`src/rtl/wb_s_pkg_hdl.sv`:
```
// Shared types and default sizes for the Wishbone slave responder.
// Holds the FSM state encoding used by the responder.
package wb_s_pkg_hdl;

  localparam int WB_AW_DEF     = 32;
  localparam int WB_DW_DEF     = 16;
  localparam int MEM_DEPTH_DEF = 16;
  localparam int WAIT_DEF      = 1;

  typedef enum logic [1:0] {
    ST_IDLE = 2'd0,
    ST_WAIT = 2'd1,
    ST_RESP = 2'd2
  } wb_state_e;

endpackage

```
`src/rtl/wb_s_mem.sv`:
```
// Byte-lane writable word store for the responder.
// Async-reset array with a combinational read port.
module wb_s_mem
  import wb_s_pkg_hdl::*;
#(
  parameter int DW    = WB_DW_DEF,
  parameter int DEPTH = MEM_DEPTH_DEF,
  localparam int IW   = $clog2(DEPTH),
  localparam int NB   = DW / 8
) (
  input  logic          clk,
  input  logic          rst,
  input  logic          we_i,
  input  logic [IW-1:0] waddr_i,
  input  logic [DW-1:0] wdata_i,
  input  logic [NB-1:0] sel_i,
  input  logic [IW-1:0] raddr_i,
  output logic [DW-1:0] rdata_o
);

  logic [DW-1:0] mem_q [DEPTH];

  always_ff @(posedge clk or posedge rst) begin
    if (rst) begin
      for (int i = 0; i < DEPTH; i++) begin
        mem_q[i] <= '0;
      end
    end else if (we_i) begin
      for (int b = 0; b < NB; b++) begin
        if (sel_i[b]) begin
          mem_q[waddr_i][b*8 +: 8] <= wdata_i[b*8 +: 8];
        end
      end
    end
  end

  assign rdata_o = mem_q[raddr_i];

endmodule

```
`src/rtl/wb_s_responder.sv`:
```
// Wishbone classic slave: captures a request, waits, then acks or errs.
// Writes land on the edge that enters RESP; reads are registered into dat_o.
module wb_s_responder
  import wb_s_pkg_hdl::*;
#(
  parameter int WB_ADDR_WIDTH = WB_AW_DEF,
  parameter int WB_DATA_WIDTH = WB_DW_DEF,
  parameter int MEM_DEPTH     = MEM_DEPTH_DEF,
  parameter int WAIT_STATES   = WAIT_DEF
) (
  input  logic                       clk,
  input  logic                       rst,
  input  logic                       cyc_i,
  input  logic                       stb_i,
  input  logic                       we_i,
  input  logic [WB_ADDR_WIDTH-1:0]   adr_i,
  input  logic [WB_DATA_WIDTH-1:0]   dat_i,
  input  logic [WB_DATA_WIDTH/8-1:0] sel_i,
  output logic [WB_DATA_WIDTH-1:0]   dat_o,
  output logic                       ack_o,
  output logic                       err_o,
  output logic [15:0]                xfer_count_o
);

  localparam int AW    = WB_ADDR_WIDTH;
  localparam int DW    = WB_DATA_WIDTH;
  localparam int NB    = DW / 8;
  localparam int OFF   = $clog2(NB);
  localparam int IW    = $clog2(MEM_DEPTH);
  localparam int SHIFT = OFF + IW;
  localparam logic [3:0] WS_LOAD =
    (WAIT_STATES > 0) ? 4'(WAIT_STATES - 1) : 4'd0;

  wb_state_e     state_q, state_d;
  logic [3:0]    wcnt_q, wcnt_d;
  logic          we_q;
  logic [AW-1:0] adr_q;
  logic [DW-1:0] wdat_q;
  logic [NB-1:0] sel_q;
  logic          ack_q, ack_d;
  logic          err_q, err_d;
  logic [DW-1:0] rdat_q, rdat_d;
  logic [15:0]   cnt_q, cnt_d;

  logic          req;
  logic          enter;
  logic          in_rng;
  logic          m_we;
  logic [AW-1:0] m_adr;
  logic [DW-1:0] m_dat;
  logic [NB-1:0] m_sel;
  logic [IW-1:0] m_idx;
  logic          mem_we;
  logic [DW-1:0] mem_rd;

  assign req = cyc_i & stb_i;

  always_ff @(posedge clk or posedge rst) begin
    if (rst) begin
      state_q <= ST_IDLE;
      wcnt_q  <= '0;
    end else begin
      state_q <= state_d;
      wcnt_q  <= wcnt_d;
    end
  end

  always_comb begin
    state_d = state_q;
    wcnt_d  = wcnt_q;
    unique case (state_q)
      ST_IDLE: begin
        if (req) begin
          if (WAIT_STATES > 0) begin
            state_d = ST_WAIT;
            wcnt_d  = WS_LOAD;
          end else begin
            state_d = ST_RESP;
          end
        end
      end
      ST_WAIT: begin
        if (!cyc_i) begin
          state_d = ST_IDLE;
          wcnt_d  = '0;
        end else if (wcnt_q == '0) begin
          state_d = ST_RESP;
        end else begin
          wcnt_d = wcnt_q - 4'd1;
        end
      end
      ST_RESP: state_d = ST_IDLE;
      default: state_d = ST_IDLE;
    endcase
  end

  // With no wait states RESP is entered straight from IDLE,
  // so the live bus fields stand in for the captured ones.
  always_comb begin
    m_we   = we_q;
    m_adr  = adr_q;
    m_dat  = wdat_q;
    m_sel  = sel_q;
    if (state_q == ST_IDLE) begin
      m_we  = we_i;
      m_adr = adr_i;
      m_dat = dat_i;
      m_sel = sel_i;
    end
    m_idx  = m_adr[OFF +: IW];
    in_rng = ((m_adr >> SHIFT) == '0);
    enter  = (state_d == ST_RESP);
    mem_we = enter & m_we & in_rng;
    ack_d  = enter & in_rng;
    err_d  = enter & ~in_rng;
    rdat_d = (enter & in_rng & ~m_we) ? mem_rd : '0;
    cnt_d  = enter ? cnt_q + 16'd1 : cnt_q;
  end

  always_ff @(posedge clk or posedge rst) begin
    if (rst) begin
      we_q   <= 1'b0;
      adr_q  <= '0;
      wdat_q <= '0;
      sel_q  <= '0;
      ack_q  <= 1'b0;
      err_q  <= 1'b0;
      rdat_q <= '0;
      cnt_q  <= '0;
    end else begin
      if (state_q == ST_IDLE && req) begin
        we_q   <= we_i;
        adr_q  <= adr_i;
        wdat_q <= dat_i;
        sel_q  <= sel_i;
      end
      ack_q  <= ack_d;
      err_q  <= err_d;
      rdat_q <= rdat_d;
      cnt_q  <= cnt_d;
    end
  end

  wb_s_mem #(
    .DW    (DW),
    .DEPTH (MEM_DEPTH)
  ) u_mem (
    .clk     (clk),
    .rst     (rst),
    .we_i    (mem_we),
    .waddr_i (m_idx),
    .wdata_i (m_dat),
    .sel_i   (m_sel),
    .raddr_i (m_idx),
    .rdata_o (mem_rd)
  );

  assign ack_o        = ack_q;
  assign err_o        = err_q;
  assign dat_o        = rdat_q;
  assign xfer_count_o = cnt_q;

endmodule

```
`config.mk`:
```
export PLATFORM = sky130hd
export DESIGN_NAME = wb_s_responder
export DESIGN_NICKNAME = d
export VERILOG_FILES = /design/src/rtl/wb_s_pkg_hdl.sv /design/src/rtl/wb_s_mem.sv /design/src/rtl/wb_s_responder.sv
export SDC_FILE = /design/constraint.sdc
export NUM_CORES = 1
export LEC_CHECK = 0
export BUFFER_PORTS_ARGS = -buffer_cell sky130_fd_sc_hd__buf_2
export CAP_MARGIN = 25
export CORE_MARGIN = 5
export CORE_UTILIZATION = 45
export DETAILED_ROUTE_END_ITERATION = 12
export SYNTH_ARGS = -nofsm -noshare
export SYNTH_HDL_FRONTEND = slang
export SYNTH_SLANG_ARGS = --single-unit
```
`constraint.sdc`:
```
create_clock -name clk -period 12.44 [get_ports clk]
set_input_delay 1.866 -clock clk [delete_from_list [all_inputs] [get_ports clk]]
set_output_delay 1.866 -clock clk [all_outputs]
set_load 0.05 [all_outputs]
```
==> impl_metrics.toml <==
[clock_network]
clockBufferDepth = 3
cts_buffers = 37
h-tree-depth = 2
cts_tree = "yes"
cts.repair.resized = 0
cts_post_setup_buffers_inserted = 0
worstSkewPairLatency_ns = 0.51
cts_root_buf = "clkbuf_16"
hold_buffers = 0
cts.clk_slew.worst_paths_ns = 0.06
clock-sinks = 346

[critical_path]
cp.required_ns = 12.81
cp_slowest_stage_delay_ns = 0.69
cp_max_fo = 35
cp_slowest_cell = "buf_4"
startpoint_type = "input pin"
path_class = "input pin to flip-flop"
crit_chain = "buf_2, nor4_1, nand4_1, or3_1, o31ai_4, buf_4, nand4_4, a21oi_1"
crit_path_end_kind = "flip-flop"
critical_path_arrival_ns = 4.67

[floorplanning]
die_y_um = 196
fp-row-count = 68
initial_core_util_pct = 45.2
io_pins = 89
die_area_um2 = 38300
core_area_um2 = 34300
die_x_um = 196

[timing]
tns_ns = 0
hold_slack_ns = 0.474
relSlewSlack_pct = 33.1
tightest_slew_ns = 1.00
setup_viol = 0
rsz0062_at_grt = "false"
skew_ns = 0.0149
fmax_mhz = 233
min_period_ns = 4.30
slew_viol_final = 0
finalHoldViolCount = 0
post-route-period-util_pct = 34.5

[synth]
seq_area_frac_synth_pct = 55.8
ys_types = 48
syn_nets = 1228
netlist_area_um2 = 15500
synth_seq_cells = 346
async_reset_ff_share_pct = 100
synth_flop_cell = "dfrtp_1"
yosys_warnings = 0
synth_common_cells = "dfrtp_1, mux2_2, o22ai_1"
synth.avg_cell_area_um2 = 13.3
synth.most_common_cell = "dfrtp_1"
synthTopCellsByArea = "dfrtp_1, mux2_2, o22ai_1, nand4_4, o21ai_0"
yosysTopAreaCell = "dfrtp_1"
yosys.area.top_type_share_pct = 55.8
synthCells = 1170
synth_edf_count = 0

[placement]
placedCellCount = 1644
port_buffers = 87
gp_congestion = 0.790
place_area_um2 = 16300
dp_hpwl_mm = 22.1

[flow_run]
drv_cap = 0

[outcome]
status = "complete, no violations"

[drt]
vias = 9790
route.antenna.remaining_nets = 0
drt-total-wl_mm = 35.9
drcViolationCount = 0
drt_iter0_drc = 348
dr.pass1.iters = 5
wl_per_cell_um = 21.0
avgViaCountPerCell = 5.73

[global_route]
overflow = 0
grtUsageTotal_pct = 18.8
antenna_found_initial = 0
grt_pass1_wl_mm = 58.3
grt_max_degree = 129
grt_pass1_vias = 10200

[final_layout]
area_growth_pct = 13.3
instances_no_fill = 1708
nets = 1286
diodes = 0
final_layout_size_suffix_gt1_share_pct = 41.2
fin_area_um2 = 17600

[power]
p_leak_nw = 8.79
ir_worst_vdd_mv = 0.124
power_density_nw_per_um2 = 177

[min_path]
holdCritPathClass = "flip-flop to flip-flop"
==> kinds of logic after synthesis <==
kind of cell             synth area share, %
AO/OA/AOI/OAI                           8.31
XOR/XNOR                               0.960
adder cells (fa/ha/maj)                0.242
buffers and inverters                   2.74
flip-flops                              55.8
multiplexers                            22.3
AND/OR/NAND/NOR                         9.63
==> sequential cells by signal, summed over array words and instances, names as in the netlist <==
register and count:
sel_q 2, wcnt_q 4, state_q 2, ack_o 1, err_o 1, dat_o 16, wdat_q 16, we_q 1
xfer_count_o 16, u_mem.mem_q 256, adr_q 31
==> where the power goes <==
group	internal (mW)	switching, mW	total [mW]
registers	1.20	0.0525	1.26
clock network	0.689	0.433	1.12
logic	0.229	0.496	0.725
==> metrics by stage <==
step	total power [mW]	utilization, %	setup WS (ns)
3_3_place_gp	1.99	47.5	7.72
3_5_place_dp	2.01	47.6	7.67
2_1_floorplan	1.78	-	0.981
4_1_cts	3.14	51.2	8.22
6_report	3.10	51.2	8.14
5_1_grt	3.26	51.2	8.04
==> critical path: cells and delay by family <==
family / cells / cell delay (ns)
AND/OR/NAND/NOR: 4 / 1.40
buffers and inverters: 2 / 0.80
AO/OA/AOI/OAI: 2 / 0.53
==> cell type report <==
cell class | instances | area, um2
fillers | 2988 | 16700
flip-flops and latches | 346 | 8660
multi-input cells | 737 | 6500
clock buffers | 55 | 1130
well taps | 455 | 569
repair buffers | 100 | 561
clock inverters | 9 | 120
inverters | 6 | 30.0
==> final timing paths <==
kind	end	slack [ns]	start	depth (start not counted)
worst max-delay path	dat_o[14]	8.14	adr_i[5]	8
worst min-delay path	xfer_count_o[15]	0.47	xfer_count_o[15]	1
worst max register to register	u_mem.mem_q[12]	8.90	state_q[0]	6
worst min register to register	xfer_count_o[15]	0.47	xfer_count_o[15]	1
max in group asynchronous	u_mem.mem_q[62]	9.38	rst	3
min in group asynchronous	adr_q[26]	1.56	rst	2
==> cells in the final DEF (no fill, tap or decap), drive strengths merged, types with 6 or more instances in the layout <==
cell type and n:
a22oi 9, and3 7, buf 100, clkbuf 55
clkinv 6, dfrtp 346, inv 6, mux2 307
nand2 64, nand3 10, nand4 53, nor2 22
nor2b 8, nor4 13, o21ai 66, o22ai 120
xnor2 14
==> metal layers <==
metal	vias to the layer above	global-route usage (%)	routed length, um
met5	-	0	0
met4	0	5.12	871
met3	54	2.51	1080
met2	140	30.9	17300
met1	5101	26.6	16600
li1	4495	-	-
(Power assumes the default switching activity.)
